===== src/rtl/seg_capture_if.sv =====
// seg_capture_if: multiplexed 7-segment display bus (active-low) plus recovered-frame outputs.
interface seg_capture_if;
    logic [6:0]  seg_n;
    logic [3:0]  an_n;
    logic [15:0] value;
    logic [3:0]  digit_err;
    logic        frame_valid;
    logic        scan_err;
    modport master (output seg_n, an_n, input value, digit_err, frame_valid, scan_err);
    modport slave  (input seg_n, an_n, output value, digit_err, frame_valid, scan_err);
endinterface


===== src/rtl/seg_capture.sv =====
// seg_capture: debounces a multiplexed active-low 7-segment bus and recovers the 4-digit hex word.
// SEG_CAPTURE_SYNC_EN selects a 2-flop input synchronizer (latency 2) instead of a single register.
module seg_capture #(
    parameter int unsigned STABLE_CYCLES = 4
) (
    input logic         clk,
    input logic         rst_n,
    seg_capture_if.slave bus
);
    typedef enum logic {TRACK, HELD} state_t;
    localparam logic [10:0] BLANK = 11'h7FF;
    localparam logic [6:0] GLYPH [16] = '{7'h40, 7'h79, 7'h24, 7'h30, 7'h19, 7'h12, 7'h02, 7'h78,
                                          7'h00, 7'h10, 7'h08, 7'h03, 7'h46, 7'h21, 7'h06, 7'h0E};
    localparam logic [7:0] STABLE = 8'(STABLE_CYCLES);

    logic [10:0] s, s_q;
    logic [7:0]  cnt_q, cnt_d;
    state_t      state_q, state_d;
    logic [15:0] slots_q, slots_d, value_q, value_d;
    logic [3:0]  errs_q, errs_d, err_q, err_d, seen_q, seen_d;
    logic        fv_q, fv_d, scan_q, scan_d;
    logic        changed, reach, multi, capture, done, bad;
    logic [3:0]  sel, nib, seen_m;
    logic [15:0] mask, slots_m;
    logic [3:0]  errs_m;

`ifdef SEG_CAPTURE_SYNC_EN
    logic [10:0] sync1_q, sync2_q;
    always_ff @(posedge clk or negedge rst_n)
        if (!rst_n) begin
            sync1_q <= BLANK;
            sync2_q <= BLANK;
        end else begin
            sync1_q <= {bus.an_n, bus.seg_n};
            sync2_q <= sync1_q;
        end
    assign s = sync2_q;
`else
    logic [10:0] sync1_q;
    always_ff @(posedge clk or negedge rst_n)
        if (!rst_n) sync1_q <= BLANK;
        else        sync1_q <= {bus.an_n, bus.seg_n};
    assign s = sync1_q;
`endif

    always_comb begin
        nib = 4'h0;
        bad = 1'b1;
        for (int i = 0; i < 16; i++)
            if (s[6:0] == GLYPH[i]) begin
                nib = 4'(i);
                bad = 1'b0;
            end
    end

    // A window is evaluated only on the edge where the count first reaches STABLE_CYCLES.
    always_comb begin
        changed = s != s_q;
        cnt_d   = changed ? 8'd1 : (cnt_q < STABLE ? cnt_q + 8'd1 : cnt_q);
        reach   = (cnt_d == STABLE) && (changed || state_q == TRACK);
        state_d = reach ? HELD : (changed ? TRACK : state_q);
        sel     = ~s[10:7];
        multi   = (sel & (sel - 4'd1)) != 4'd0;
        capture = reach && !multi && sel != 4'd0;
        scan_d  = reach && multi;
        mask    = {{4{sel[3]}}, {4{sel[2]}}, {4{sel[1]}}, {4{sel[0]}}};
        slots_m = (slots_q & ~mask) | ({4{nib}} & mask);
        errs_m  = (errs_q & ~sel) | (sel & {4{bad}});
        seen_m  = seen_q | sel;
        done    = capture && seen_m == 4'hF;
        slots_d = capture ? slots_m : slots_q;
        errs_d  = capture ? errs_m : errs_q;
        seen_d  = done ? 4'h0 : (capture ? seen_m : seen_q);
        value_d = done ? slots_m : value_q;
        err_d   = done ? errs_m : err_q;
        fv_d    = done;
    end

    always_ff @(posedge clk or negedge rst_n)
        if (!rst_n) begin
            s_q     <= BLANK;
            cnt_q   <= 8'd0;
            state_q <= HELD;
            slots_q <= 16'h0;
            errs_q  <= 4'h0;
            seen_q  <= 4'h0;
            value_q <= 16'h0;
            err_q   <= 4'h0;
            fv_q    <= 1'b0;
            scan_q  <= 1'b0;
        end else begin
            s_q     <= s;
            cnt_q   <= cnt_d;
            state_q <= state_d;
            slots_q <= slots_d;
            errs_q  <= errs_d;
            seen_q  <= seen_d;
            value_q <= value_d;
            err_q   <= err_d;
            fv_q    <= fv_d;
            scan_q  <= scan_d;
        end

    assign bus.value       = value_q;
    assign bus.digit_err   = err_q;
    assign bus.frame_valid = fv_q;
    assign bus.scan_err    = scan_q;
endmodule


===== src/flat_wrapper.sv =====
// flat-port wrapper written by rule: the top's interface ports become plain ports
module seg_capture_flat 
#(
    parameter int unsigned STABLE_CYCLES = 4
)
  (clk, rst_n, bus_seg_n, bus_an_n, bus_value, bus_digit_err, bus_frame_valid, bus_scan_err);
  seg_capture_if bus_i ();
  input logic clk;
  input logic rst_n;
  input wire logic [$bits(bus_i.seg_n)-1:0] bus_seg_n;
  input wire logic [$bits(bus_i.an_n)-1:0] bus_an_n;
  output wire logic [$bits(bus_i.value)-1:0] bus_value;
  output wire logic [$bits(bus_i.digit_err)-1:0] bus_digit_err;
  output wire logic [$bits(bus_i.frame_valid)-1:0] bus_frame_valid;
  output wire logic [$bits(bus_i.scan_err)-1:0] bus_scan_err;
  assign bus_i.seg_n = bus_seg_n;
  assign bus_i.an_n = bus_an_n;
  assign bus_value = bus_i.value;
  assign bus_digit_err = bus_i.digit_err;
  assign bus_frame_valid = bus_i.frame_valid;
  assign bus_scan_err = bus_i.scan_err;
  seg_capture #(.STABLE_CYCLES(STABLE_CYCLES)) u_core (.clk(clk), .rst_n(rst_n), .bus(bus_i));
endmodule

===== config.mk =====
export PLATFORM = sky130hd
export DESIGN_NAME = seg_capture_flat
export DESIGN_NICKNAME = d
export VERILOG_FILES = /design/src/rtl/seg_capture_if.sv /design/src/rtl/seg_capture.sv /design/src/flat_wrapper.sv
export SDC_FILE = /design/constraint.sdc
export NUM_CORES = 1
export LEC_CHECK = 0
export CAP_MARGIN = 5
export CORE_ASPECT_RATIO = 1.75
export CORE_MARGIN = 3
export CORE_UTILIZATION = 33
export DETAILED_ROUTE_END_ITERATION = 8
export GPL_TIMING_DRIVEN = 0
export HOLD_SLACK_MARGIN = 0.08
export SLEW_MARGIN = 20
export SYNTH_ARGS = -nofsm -noshare
export SYNTH_HDL_FRONTEND = slang
export SYNTH_SLANG_ARGS = --single-unit
export TNS_END_PERCENT = 10

===== constraint.sdc =====
create_clock -name clk -period 7.3 [get_ports clk]
set_input_delay 1.46 -clock clk [delete_from_list [all_inputs] [get_ports clk]]
set_output_delay 1.46 -clock clk [all_outputs]
set_load 0.03 [all_outputs]

* Word level (Yosys, flattened, before mapping)
Cells that the tools add are included.
Storage, ports and cells: bits in registers 77, bits of input ports 13, output and inout port bits 22, logic and storage cells 93
Cells by class: add/sub/neg operators 2, magnitude comparators 1, equality and inequality tests 18, multiplexer cells 37, bitwise logic cells 12, reductions and logical operators 12
Operators with widths (count):
- $mux 4 | 10
- $and 16x16->16 | 2
- $eq 7x7->1 const B | 4
- $eq 7x5->1 const B | 3
- $eq 7x6->1 const B | 3
- $mux 1 | 19
- $mux 8 | 2
- $not 16->16 | 1
- $or 16x16->16 | 1
- $eq 7x2->1 const B | 2
- $eq 7x4->1 const B | 2
- $and 4x4->4 | 3
- $mux 3 | 4
- $ne 11x11->1 | 1
- $add 8x1->8 const B | 1
- $eq 8x3->1 const B | 1
- $lt 8x3->1 const B | 1
- $not 4->4 | 2
- $or 4x4->4 | 2
- $reduce_bool 4->1 | 2
- $eq 7x3->1 const B | 1
- $logic_not 7->1 | 1
- $logic_and 1x1->1 | 5
- $eq 4x4->1 const B | 1
- other kinds (6) | 8

* Logic depth before layout (Yosys ltp)
Gate-level depths: netlist of run 1.
depth after elaboration 19, depth in mapped cells 7, gate-level depth less buffers 6

* Least setup slack after synthesis of run 1
Ideal clock, no wire load.
path type register to register, start point register u_core.cnt_q[0], end point register u_core.value_q[10] (netlist: u_core.bus.value[10]), library setup time 0.127 ns, data arrival time 2.305 ns, data required time 7.173 ns, path slack 4.868 ns, cell stages (with the launch flop) 8, buffers on the path 1, period minus slack after synthesis 2.432 ns, path through dfrtp_1 ha_1 and4bb_2 nor2_1 or4_1 nor3_4 buf_6 mux2_1
Between the ends: cells in the longest elaborated chain, start to end 8, elaborated cells between the ends (all ways) 9, those cells by class add/sub: 1; order compare: 1; eq/ne: 1; mux: 2; reduce/logical: 4
Ends and longest elaborated chain:
- from (decl) | line seg_capture.sv:17 | logic [7:0] cnt_q, cnt_d;
- from (signal assigned) | line seg_capture.sv:93 | cnt_q <= cnt_d;
- $add 8x1->8 or $lt 8x3->1 (tied branches) | line seg_capture.sv:59 | cnt_d = changed ? 8'd1 : (cnt_q < STABLE ? cnt_q + 8'd1 : cnt_q);
- $mux 8 (*) (2 in series) | line seg_capture.sv:59
- $eq 8x3->1 (*) | line seg_capture.sv:60 | reach = (cnt_d == STABLE) && (changed || state_q == TRACK);
- $logic_and 1x1->1 (*) | line seg_capture.sv:60
- $logic_and 1x1->1 (*) (2 in series) | line seg_capture.sv:64 | capture = reach && !multi && sel != 4'd0;
- $logic_and 1x1->1 (*) | line seg_capture.sv:70 | done = capture && seen_m == 4'hF;
- to (signal assigned) | line seg_capture.sv:98 | value_q <= value_d;
- to (decl) | line seg_capture.sv:19 | logic [15:0] slots_q, slots_d, value_q, value_d;
Every way passes the cells marked *; elsewhere a longest branch is shown, timed or not. A chain may end at the register's enable or synchronous reset.

* Worst setup path after layout of run 1
start point register u_core.err_q[2] (netlist: u_core.bus.digit_err[2]), end point output bus_digit_err[2]
RTL lines:
- from (decl) | line seg_capture.sv:20 | logic [3:0] errs_q, errs_d, err_q, err_d, seen_q, seen_d;
- from (signal assigned) | line seg_capture.sv:99 | err_q <= err_d;
- to (decl) | line flat_wrapper.sv:13 | output wire logic [$bits(bus_i.digit_err)-1:0] bus_digit_err;
No word-level cell between the ends.

==> results of run 1 <==
-- kinds of logic after synthesis --
logic type      share of synthesized area
mux                                 0.151
buf+inv                            0.0410
fa+ha+maj                         0.00342
compound gates                     0.0752
simple gates                        0.157
xor+xnor                           0.0383
flops                               0.535
-- cell usage after synthesis, drive strengths merged (3+ instances only) --
cell type and number:
a22oi 5, buf 13, nand3 3, xnor2 7
a32o 3, nor3 17, clkbuf 3, inv 13
nand4b 5, and2 6, mux2i 6, and3b 3
dfrtp 54, and3 3, dfstp 23, nor4 5
o21ba 3, nor3b 4, xor2 9, a21oi 6
mux2 43, nor2 17, o211ai 3, nand2 7
-- power by group through the flow --
stage                     sequential (uW)  clock, uW  combinational [uW]
final                                 445        474                60.3
after global routing                  446        505                67.3
after CTS                             445        490                61.5
after detailed placement              452          0                61.0
after global placement                452          0                58.0
after floorplan                       450          0                35.0
-- routing by layer --
layer / track usage / wire [um]
met1: 0.148 / 2970
met2: 0.242 / 4390
met3: 0.0347 / 245
met4: 0.0594 / 103
met5: 0 / 0
-- worst reg2reg max path: cells and delay by family (launching register included) --
kind / cells / cell delay [ns]
flip-flops: 1 / 0.52
AND/OR/NAND/NOR: 3 / 1.23
buffers and inverters: 2 / 0.42
XOR/XNOR: 1 / 0.09
multiplexers: 1 / 0.34
-- registers in the layout, summed over array words and instances (netlist names) --
signal	count
u_core.bus.digit_err	4
u_core.bus.frame_valid	1
u_core.bus.scan_err	1
u_core.bus.value	16
u_core.cnt_q	8
u_core.errs_q	4
u_core.s	11
u_core.s_q	11
u_core.seen_q	4
u_core.slots_q	16
u_core.state_q	1
-- through the flow --
| step | hold slack [ns] | cell area (um2) | setup WS [ns] |
|---|---|---|---|
| 2_1_floorplan | 0.352 | 3660 | 4.87 |
| 3_3_place_gp | 0.359 | 4160 | 2.10 |
| 3_5_place_dp | 0.358 | 4190 | 4.56 |
| 4_1_cts | 0.367 | 4500 | 4.44 |
| 5_1_grt | 0.369 | 4500 | 4.41 |
| 6_report | 0.364 | 4500 | 4.46 |
-- layout by cell type (no fill, tap or decap), types with 6 or more instances in the layout --
cell	instances
buf_2	6
nor2_1	17
xnor2_1	7
inv_1	13
dfstp_2	23
dfrtp_1	54
nand2_1	7
mux2i_1	6
mux2_1	9
and2_1	6
xor2_1	9
nor3_1	11
clkdlybuf4s50_1	33
clkbuf_16	9
mux2_2	32
a21oi_1	6
-- worst max path at each step --
stage | endpoint | start | cells past startpoint | slack (ns)
global route | bus_digit_err[2] | u_core.bus.digit_err[2]$_DFFE_PN0P_ | 1 | 4.41
CTS | bus_value[7] | u_core.bus.value[7]$_DFFE_PN0P_ | 1 | 4.44
detailed placement | u_core.bus.value[6]$_DFFE_PN0P_ | u_core.s[3]$_DFF_PN1_ | 7 | 4.56
global placement | u_core.bus.value[4]$_DFFE_PN0P_ | rst_n | 1 | 2.10
floorplan | u_core.bus.value[10]$_DFFE_PN0P_ | u_core.cnt_q[0]$_DFF_PN0_ | 7 | 4.87
finish | bus_digit_err[2] | u_core.bus.digit_err[2]$_DFFE_PN0P_ | 1 | 4.46
-- area by class of cell --
class                           instances  area, um2
Buffer                                 16        101
Clock buffer                           11        233
Clock inverter                          5       83.8
Fill cell                            1035       6260
Inverter                               13       48.8
Multi-Input combinational cell        187       1550
Sequential cell                        77       1960
Tap cell                              130        163
Timing Repair Buffer                   35        365
==> results.json, run 1 <==
{
  "power_leakage_uw": 0.00194,
  "min-delay-start": "u_core.s[3]$_DFF_PN1_",
  "path_class": "reg2out",
  "fp.dieW_um": 85.6,
  "routabilityCongestion": 0.796,
  "cts_buffer_depth": 2,
  "cpPeakStageDelay_ns": 0.69,
  "seq_area_frac_synth": 0.535,
  "netlist_instances": 293,
  "place_hpwl_um": 5630,
  "clk_pin_slew_ns": 0.06,
  "start_util": 0.340,
  "tns_ns": 0,
  "rr_worst_depth": 7,
  "clkLatencyLatePin_ns": 0.33,
  "pwr-share-seq": 0.454,
  "clock.fmax_mhz": 352,
  "fin_cells": 474,
  "hold_end": "u_core.s_q[3]$_DFF_PN1_",
  "path_max_fanout": 2,
  "synth.area.top_cells": "dfrtp_1 (37%), dfstp_2 (17%), mux2_2 (9.8%), mux2_1 (2.8%), xor2_1 (2.2%)",
  "crit_path_top_delay_cell": "clkdlybuf4s50_1",
  "cp.required_ns": 5.84,
  "intPower_uw": 764,
  "switching_share": 0.219,
  "synth-edff-count": 0,
  "combinationalPowerShare": 0.062,
  "rows": 50,
  "fin_worst_skew_ns": 0.00674,
  "async_flop_share": 1.00,
  "synth-main-ff-cell": "dfrtp_1",
  "cp_num_buf_inv": 1,
  "area_growth_syn_to_layout_pct": 23.1,
  "max-slew-margin-rel": 0.370,
  "syn_nets": 307,
  "p_per_area_mw_per_mm2": 217,
  "switchingPower_uw": 215,
  "worstHoldPathCells": 0,
  "path_cells": "clkdlybuf4s50_1",
  "crit_arrival_ns": 1.38,
  "synth_seq_cells": 77,
  "syn_area_mm2": 0.00366,
  "status": "finished, final reports clean",
  "antenna_found_initial": 0,
  "maxSlewViolCount": 0,
  "hold_path.class": "reg2reg",
  "yosys.area.top_type_share": 0.369,
  "grt_max_degree": 48,
  "cts_tree": "yes",
  "pin_count": 35,
  "clockPowerShare": 0.484,
  "ant_nets": 0,
  "vias_per_cell": 5.16,
  "final_hold_viol_count": 0,
  "place_inst": 458,
  "wl_per_cell_um": 16.3,
  "diodes": 0,
  "cts_root_buffer": "clkbuf_16",
  "r2r_start": "u_core.s[3]$_DFF_PN1_",
  "clock-sinks": 77,
  "rsz0062_at_grt": "false",
  "worstMarginPinSlew_ns": 0.935,
  "cts_made_buffers": 9,
  "worst_ir_drop_vdd_mv": 0.150,
  "drive_gt1_frac": 0.291,
  "drv_cap": 0,
  "drt-total-wl_um": 7710,
  "synthDistinctLibCells": 55,
  "post_cts_resized": 0,
  "grt_pass1_wl_um": 13200,
  "post_cts_buffers": 0,
  "cp-start-kind": "register",
  "core_mm2": 0.0108,
  "dieHeight_um": 145,
  "port_buffers": 34,
  "final_nets": 353,
  "finalSetupViolations": 0,
  "die_area_mm2": 0.0124,
  "cts_hold_buf": 0,
  "h-tree-depth": 3,
  "p_total_uw": 979,
  "fin_crit_sh": 0.389,
  "r2r-end": "u_core.bus.value[6]$_DFFE_PN0P_",
  "overflow": 0,
  "yosys_warnings": 0,
  "grt_usage": 0.136,
  "grt_pass1_vias": 2647,
  "crit_family": "buffers and inverters",
  "first_pass_iters": 4,
  "num_vias": 2444,
  "r2r_setup_slack_ns": 4.58,
  "postSynthAreaPerCell_um2": 12.5,
  "yosys.area.top_type": "dfrtp_1",
  "drt_iter0_drc": 127,
  "utilization": 0.418,
  "period_needed_ns": 2.84,
  "drc": 0,
  "crit_path_end_kind": "output pin"
}
No activity file was read; power rests on OpenSTA's default activity.
==> inputs of run 2 (changes only) <==
Clock period 7.3 ns to 2.6 ns, I/O delays scaled along.
==> run 2 against run 1 <==
Compared with the run above:
- non-clock buffer count increased by 8
- clock skew about the same
- power grew to 2.8 times the previous value
- clock power rose to 2.8 times the previous value
- critical path depth up 7
==> results.json, run 2 (synthesis results as in run 1) <==
{
  "status": "finished, final reports clean",
  "start_util": 0.340,
  "r2r-end": "u_core.bus.digit_err[2]$_DFFE_PN0P_",
  "grt_usage": 0.139,
  "crit_path_end_kind": "register",
  "hold_path.class": "in2async",
  "h-tree-depth": 3,
  "rr_worst_depth": 8,
  "overflow": 0,
  "post-route-worst-setup-slack_ns": 0.111,
  "drt_iter0_drc": 114,
  "core_mm2": 0.0108,
  "clkLatencyLatePin_ns": 0.33,
  "clock.fmax_mhz": 402,
  "drt-total-wl_um": 7890,
  "r2r_setup_slack_ns": 0.11,
  "port_buffers": 34,
  "final_common_cell": "dfrtp_1",
  "fp.dieW_um": 85.6,
  "path_class": "reg2reg",
  "final_hold_viol_count": 0,
  "max-slew-margin-rel": 0.598,
  "worstMarginPinSlew_ns": 0.600,
  "cts_made_buffers": 9,
  "crit_arrival_ns": 2.71,
  "ant_nets": 0,
  "area_growth_syn_to_layout_pct": 25.5,
  "grt_pass1_wl_um": 13400,
  "power_leakage_uw": 0.00200,
  "first_pass_iters": 4,
  "rows": 50,
  "worst_ir_drop_vdd_mv": 0.414,
  "setup.worst_path.end": "u_core.bus.digit_err[2]$_DFFE_PN0P_",
  "r2r_start": "u_core.cnt_q[0]$_DFF_PN0_",
  "final.fill_count": 1032,
  "fin_worst_skew_ns": 0.00633,
  "cp-start-kind": "register",
  "drive_gt1_frac": 0.318,
  "finalSetupViolations": 0,
  "grt_max_degree": 48,
  "final_nets": 361,
  "path_max_fanout": 10,
  "cts_tree": "yes",
  "maxSlewViolCount": 0,
  "grt_pass1_vias": 2696,
  "drc": 0,
  "clk_pin_slew_ns": 0.06,
  "cp.required_ns": 2.82,
  "cts_root_buffer": "clkbuf_16",
  "clock-sinks": 77,
  "period_needed_ns": 2.49,
  "num_vias": 2470,
  "pin_count": 35,
  "p_per_area_mw_per_mm2": 600,
  "place_hpwl_um": 5630,
  "hold-worst-slack_ns": 0.125,
  "drv_cap": 0,
  "vias_per_cell": 5.12,
  "dieHeight_um": 145,
  "wl_per_cell_um": 16.4,
  "cts_buffer_depth": 2,
  "fin_crit_sh": 0.957,
  "diodes": 0,
  "die_area_mm2": 0.0124,
  "timing.critical_path.from": "u_core.cnt_q[0]$_DFF_PN0_",
  "dp_slack_ns": -0.141,
  "mostFrequentLayoutCells": "dfrtp_1 (54), clkdlybuf4s50_1 (33), mux2_2 (32)",
  "antenna_found_initial": 0,
  "routabilityCongestion": 0.796
}
run 2: layout make-up:
cell class                      instances  area, um2  area share
Timing Repair Buffer                   43        427      0.0929
Clock inverter                          5       83.8      0.0183
Sequential cell                        77       1960       0.426
Inverter                               13       48.8      0.0106
Clock buffer                           11        233      0.0507
Multi-Input combinational cell        187       1570       0.342
Buffer                                 16        114      0.0248
Tap cell                              130        163      0.0354
run 2: metal layers:
metal  global-route usage  wire length (um)  up-vias
met3               0.0290               222        9
met2                0.249              4500       50
met5                    0                 0        -
li1                     -                 -     1162
met4               0.0697               136        0
met1                0.149              3040     1249
run 2: where the power goes:
group	switching, uW	internal (uW)
Combinational	101	74.6
Sequential	17.6	1230
Clock	490	844
Total	608	2150
run 2: worst min-delay path by stage:
| stage | startpoint | endpoint | depth (start not counted) |
|---|---|---|---|
| finish | rst_n | u_core.bus.scan_err$_DFF_PN0_ | 1 |
| global route | rst_n | u_core.bus.scan_err$_DFF_PN0_ | 1 |
| CTS | rst_n | u_core.bus.scan_err$_DFF_PN0_ | 1 |
| detailed placement | u_core.s[3]$_DFF_PN1_ | u_core.s_q[3]$_DFF_PN1_ | 0 |
| global placement | u_core.s[3]$_DFF_PN1_ | u_core.s_q[3]$_DFF_PN1_ | 0 |
| floorplan | rst_n | u_core.bus.digit_err[0]$_DFFE_PN0P_ | 0 |
run 2: what timing repair did:
item                                    in CTS  in global routing
endpoints found under the setup margin      30                 33
hold buffers                                 0                  0
resized for setup                            4                  8
setup buffers                                3                  4
gates cloned                                 1                  0
pin swaps                                    1                  4
run 2: worst max-delay path, stage by stage, from the launching register on:
cell and delay, ns:
dfrtp_1 0.40, ha_1 0.31, and4bb_2 0.32, nor2_1 0.06
or4_4 0.50, nor3_4 0.18, buf_6 0.15, buf_8 0.14
mux2_1 0.32
run 2: stage by stage:
step | total power [uW] | TNS (ns) | instance area (um2) | util | instances
final | 2760 | 0 | 4590 | 0.427 | 482
after global routing | 2860 | -0.0802 | 4590 | 0.427 | 482
after global placement | 1430 | -109.09 | 4160 | 0.387 | 457
after floorplan | 1360 | 0 | 3660 | - | 293
after detailed placement | 1440 | -2.61 | 4190 | 0.389 | 458
after CTS | 2800 | -0.000236 | 4550 | 0.423 | 478
